## src/rtl/fetch_ctrl.sv

```systemverilog
// Instruction fetch controller: drives the PC and instruction-memory request,
// fills the IF/ID register, buffers a word returned under stall, redirects on branches.
module fetch_ctrl #(
    parameter logic [31:0] RESET_PC = 32'h0000_0000,
    parameter int unsigned TIMEOUT  = 16
) (
    input  logic        clk,
    input  logic        rst_n,
    input  logic        stall,
    input  logic        branch_taken,
    input  logic [31:0] branch_target,
    input  logic        imem_ready,
    input  logic [31:0] imem_rdata,
    output logic        imem_req,
    output logic [31:0] imem_addr,
    output logic [31:0] pc_out,
    output logic        ifid_valid,
    output logic [31:0] ifid_instr,
    output logic [31:0] ifid_pc,
    output logic        misalign,
    output logic        imem_timeout
);

    localparam int unsigned XLEN   = 32;
    localparam int unsigned WAIT_W = 8;
    localparam logic [XLEN-1:0]   PC_STEP   = XLEN'(4);
    localparam logic [XLEN-1:0]   ALIGN_MSK = ~XLEN'(3);
    localparam logic [WAIT_W-1:0] WAIT_MAX  = '1;
    localparam logic [WAIT_W-1:0] WAIT_LIM  = WAIT_W'(TIMEOUT);

    typedef enum logic [1:0] {
        IDLE  = 2'd0,
        FETCH = 2'd1,
        HOLD  = 2'd2
    } state_t;

    state_t            state;
    state_t            state_next;
    logic              armed;
    logic [XLEN-1:0]   pc_next;
    logic [XLEN-1:0]   pc_inc;
    logic              ifid_valid_next;
    logic [XLEN-1:0]   ifid_instr_next;
    logic [XLEN-1:0]   ifid_pc_next;
    logic [XLEN-1:0]   buf_instr;
    logic [XLEN-1:0]   buf_instr_next;
    logic [XLEN-1:0]   buf_pc;
    logic [XLEN-1:0]   buf_pc_next;
    logic [WAIT_W-1:0] wait_cnt;
    logic [WAIT_W-1:0] wait_next;
    logic              misalign_next;
    logic              timeout_next;
    logic              br_accept;

    assign imem_addr = pc_out;
    assign pc_inc    = pc_out + PC_STEP;
    assign br_accept = branch_taken && (state != IDLE);

    // Next-state and datapath decode; branch redirect outranks stall and memory return.
    always_comb begin
        state_next      = state;
        pc_next         = pc_out;
        ifid_valid_next = ifid_valid;
        ifid_instr_next = ifid_instr;
        ifid_pc_next    = ifid_pc;
        buf_instr_next  = buf_instr;
        buf_pc_next     = buf_pc;
        wait_next       = wait_cnt;
        misalign_next   = 1'b0;
        timeout_next    = imem_timeout || (wait_cnt >= WAIT_LIM);

        if (br_accept) begin
            state_next      = FETCH;
            pc_next         = branch_target & ALIGN_MSK;
            ifid_valid_next = 1'b0;
            buf_instr_next  = '0;
            buf_pc_next     = '0;
            wait_next       = '0;
            misalign_next   = |branch_target[1:0];
        end else begin
            case (state)
                IDLE: begin
                    if (armed) begin
                        state_next = FETCH;
                    end
                end
                FETCH: begin
                    if (imem_ready) begin
                        wait_next = '0;
                        if (!stall) begin
                            ifid_valid_next = 1'b1;
                            ifid_instr_next = imem_rdata;
                            ifid_pc_next    = pc_out;
                            pc_next         = pc_inc;
                        end else begin
                            buf_instr_next = imem_rdata;
                            buf_pc_next    = pc_out;
                            state_next     = HOLD;
                        end
                    end else begin
                        if (wait_cnt != WAIT_MAX) begin
                            wait_next = wait_cnt + WAIT_W'(1);
                        end
                        if (!stall) begin
                            ifid_valid_next = 1'b0;
                        end
                    end
                end
                HOLD: begin
                    if (!stall) begin
                        ifid_valid_next = 1'b1;
                        ifid_instr_next = buf_instr;
                        ifid_pc_next    = buf_pc;
                        pc_next         = pc_inc;
                        state_next      = FETCH;
                    end
                end
                default: begin
                    state_next = IDLE;
                end
            endcase
        end
    end

    // State register; armed keeps IDLE for one full cycle after reset release.
    always_ff @(posedge clk or negedge rst_n) begin
        if (!rst_n) begin
            state    <= IDLE;
            armed    <= 1'b0;
            imem_req <= 1'b0;
        end else begin
            state    <= state_next;
            armed    <= 1'b1;
            imem_req <= (state_next == FETCH);
        end
    end

    // Datapath registers.
    always_ff @(posedge clk or negedge rst_n) begin
        if (!rst_n) begin
            pc_out       <= RESET_PC & ALIGN_MSK;
            ifid_valid   <= 1'b0;
            ifid_instr   <= '0;
            ifid_pc      <= '0;
            buf_instr    <= '0;
            buf_pc       <= '0;
            wait_cnt     <= '0;
            misalign     <= 1'b0;
            imem_timeout <= 1'b0;
        end else begin
            pc_out       <= pc_next;
            ifid_valid   <= ifid_valid_next;
            ifid_instr   <= ifid_instr_next;
            ifid_pc      <= ifid_pc_next;
            buf_instr    <= buf_instr_next;
            buf_pc       <= buf_pc_next;
            wait_cnt     <= wait_next;
            misalign     <= misalign_next;
            imem_timeout <= timeout_next;
        end
    end

endmodule

```

## config.mk

```make
export PLATFORM = sky130hd
export DESIGN_NAME = fetch_ctrl
export DESIGN_NICKNAME = d
export VERILOG_FILES = /design/src/rtl/fetch_ctrl.sv
export SDC_FILE = /design/constraint.sdc
export NUM_CORES = 1
export LEC_CHECK = 0
export CAP_MARGIN = 20
export CORE_UTILIZATION = 42
export CTS_CLUSTER_SIZE = 28
export DETAILED_ROUTE_END_ITERATION = 8
export GPL_ROUTABILITY_DRIVEN = 0
export PLACE_DENSITY = 0.69
export SYNTH_ARGS = -nofsm -noshare
export SYNTH_HDL_FRONTEND = slang
export SYNTH_SLANG_ARGS = --single-unit
export TNS_END_PERCENT = 10
```

## constraint.sdc

```tcl
create_clock -name clk -period 2.55 [get_ports clk]
set_input_delay 0.51 -clock clk [delete_from_list [all_inputs] [get_ports clk]]
set_output_delay 0.51 -clock clk [all_outputs]
set_load 0.005 [all_outputs]
```

==> metrics.cfg <==
[sta]
fin_crit_sh_pct = 91.08
max_slew_margin_pct = 64.70
period_minus_slack_ps = 2323
hold_viol_final = 0
whs_ps = 26.49
setup_violations = 0
worst_slew_pin_slew_ps = 526.6
worst_slack_ps = 227.5
finClkSkew_ps = 9.566
rsz0062_at_grt = no
timing.setup.tns_ps = 0
drv_slew = 0
fmax_ghz = 0.4306

[routing]
vias = 7033
first_pass_iters = 5
routed_wl_mm = 21.81
wire_per_inst_microns = 16.18
drt_iter0_markers = 402
drc_errors = 0
final_antenna_net_count = 0
via_per_inst = 5.217

[global_route]
grt_pass1_wl_mm = 35.67
grt_max_degree = 74
grtUsageTotal_pct = 22.34
grt_pass1_vias = 6867
overflow = 0
grt_antenna_before_repair = 0

[setup_path]
worstPathCellList = inv_1 -> ha_1 -> inv_1 -> nand2_2 -> a21oi_4 -> o21ai_0 -> a22o_1
crit_type = reg -> reg
cpMaxStageDelayCell = dfrtp_1
cp_slowest_stage_delay_ps = 550
crit_arrival_ps = 2640
end_kind = register
worstPathMaxFanout = 17
cp_num_cells = 7
crit_top_cell = inv_1
cp-start-kind = register
r2r-start = state[0]
r2r_cells = 7
cp_top_family = compound AO/OA/AOI/OAI gates
cp_num_buf_inv = 2
required_ps = 2870
startpoint = state[0]

[layout]
layout_commonest_cell = nand2_1
fin_nets = 1146
area_growth_pct = 32.98
register_area_sq_um = 4279
final_cell_mix = nand2_1, clkdlybuf4s50_1, dfrtp_1
final_cells = 1348
drive_gt1_share_pct = 8.688
fillers = 1772
multi_input_area_sq_um = 3608

[clocking]
clockBufferDepth = 2
post_cts_buffers = 0
cts_tree = built
clock_sinks = 171
htreeDepth = 4
cts_resized = 0
root_buffer = clkbuf_16
insertion_delay_ps = 430
clk_pin_slew_ps = 70
numCtsBuffers = 17
cts_hold_buf = 0

[power]
power.internal_uw = 8251
pwr_density_cell_nw_per_um2 = 1169
pwr-share-clk_pct = 19.1
swShare_pct = 36.89
ir_worst_vdd_uv = 675.0
comb_power_share_pct = 46.1
p_sw_uw = 4823
p_seq_share_pct = 34.8
leakage_uw = 0.004637

[placed_design]
dp_cells = 1315
dp_slack_ps = 62.28
portBuffers = 196
dp_hpwl_mm = 15.16

[run_status]
status = complete, no violations

[die]
die_w_microns = 143.5
core_sq_um = 19530
rows = 51
die_h_microns = 143.5
dieArea_sq_um = 20600
initial_core_util_pct = 43.08
ioPinCount = 201

[synth]
synth_edf_count = 0
synth_area_per_cell_sq_um = 9.264
ys_warn_count = 0
ys.flop_type = dfrtp_1
netlist_area_sq_um = 8412
yosysSeqAreaShare_pct = 50.87
synth_seq_cells = 171
synthCells = 908
async_flop_share_pct = 100.0
yosysUniqueCellTypes = 60

[worst_hold_path]
hp-class = in -> async

[job]
drv_cap = 0

## worst register-to-register path, cell delays in order (launching register included)
cell     delay, ps
dfrtp_1        550
inv_1          150
ha_1           280
inv_1          100
nand2_2        170
a21oi_4        480
o21ai_0        210
a22o_1         260
## final cells by class
cell class / count / area share, %
multi-input cells: 632 / 32.26
repair buffers: 237 / 21.09
inverters: 10 / 0.3356
well taps: 265 / 2.964
diodes: 1 / 0.02237
flip-flops and latches: 171 / 38.26
clock inverters: 12 / 0.9955
clock buffers: 20 / 4.083
## flip-flops by register name (all words and copies together), names as in the netlist, 2 cells and up
register / flops
wait_cnt: 8
state: 2
buf_pc: 31
ifid_pc: 31
ifid_instr: 32
buf_instr: 32
imem_addr: 30
## power groups by stage
stage	combinational (uW)	sequential, uW	clock, uW
finish	6020	4550	2500
global route	6710	4710	2680
CTS	6080	4570	2560
detailed placement	6060	4610	0
global placement	5970	4560	0
floorplan	3200	4540	0
## layer usage
layer / up-vias / track usage, % / wire length [microns]
li1: 3439 / - / -
met2: 181 / 36.51 / 10530
met3: 19 / 4.065 / 993
met1: 3394 / 29.92 / 9952
met5: - / 0 / 0
met4: 0 / 7.335 / 326
## cells in the mapped netlist (all sizes together), types with 2 or more instances
| cell type | count | area share (%) |
|---|---|---|
| nand2 | 224 | 10 |
| dfrtp | 171 | 51 |
| a21oi | 89 | 5.4 |
| o21ai | 81 | 4.9 |
| mux2i | 63 | 7.5 |
| buf | 59 | 4.6 |
| clkbuf | 39 | 1.7 |
| nor2 | 27 | 1.2 |
| nand3 | 16 | 1.1 |
| o22ai | 14 | 1.0 |
| and3 | 13 | 1.1 |
| inv | 10 | 0.45 |
| a211oi | 9 | 0.86 |
| nand4 | 9 | 0.92 |
| nor3 | 9 | 0.73 |
| ha | 8 | 1.2 |
| a2bb2oi | 7 | 0.73 |
| a311oi | 7 | 0.73 |
| and4 | 5 | 0.54 |
| nor2b | 5 | 0.46 |
| a22oi | 4 | 0.36 |
| and2 | 4 | 0.30 |
| a31oi | 3 | 0.22 |
| nand2b | 3 | 0.22 |
| xor2 | 3 | 0.31 |
| a32oi | 2 | 0.21 |
| a41oi | 2 | 0.21 |
| conb | 2 | 0.089 |
| o211ai | 2 | 0.24 |
| o22a | 2 | 0.21 |
| or4 | 2 | 0.18 |
| xnor2 | 2 | 0.21 |
## final timing paths
check / slack [ps] / endpoint
min reg2reg: 470 / imem_timeout
min: 30 / ifid_instr[1]
max: 230 / imem_addr[6]
max reg2reg: 230 / imem_addr[6]
max in group asynchronous: 1810 / imem_addr[7]
min in group clk: 470 / imem_timeout
## cells by family (layout without fill, tap and decap cells)
logic type | count (synthesis) | in the layout | synth area share [%]
fa+ha+maj | 8 | 8 | 1.190
compound gates | 232 | 232 | 16.15
other cells | 2 | 6 | 0.08928
flops | 171 | 171 | 50.87
simple gates | 319 | 319 | 16.87
xor+xnor | 5 | 5 | 0.5207
buf+inv | 108 | 279 | 6.812
mux | 63 | 63 | 7.497
## stage by stage
| step | cell area, sq um | util [%] | power, uW |
|---|---|---|---|
| 6_report | 11190 | 57.29 | 13070 |
| 5_1_grt | 11180 | 57.27 | 14110 |
| 4_1_cts | 11180 | 57.27 | 13210 |
| 3_5_place_dp | 10620 | 54.36 | 10670 |
| 3_3_place_gp | 10620 | 54.36 | 10540 |
| 2_1_floorplan | 8423 | - | 7745 |
(Power assumes the default switching activity.)
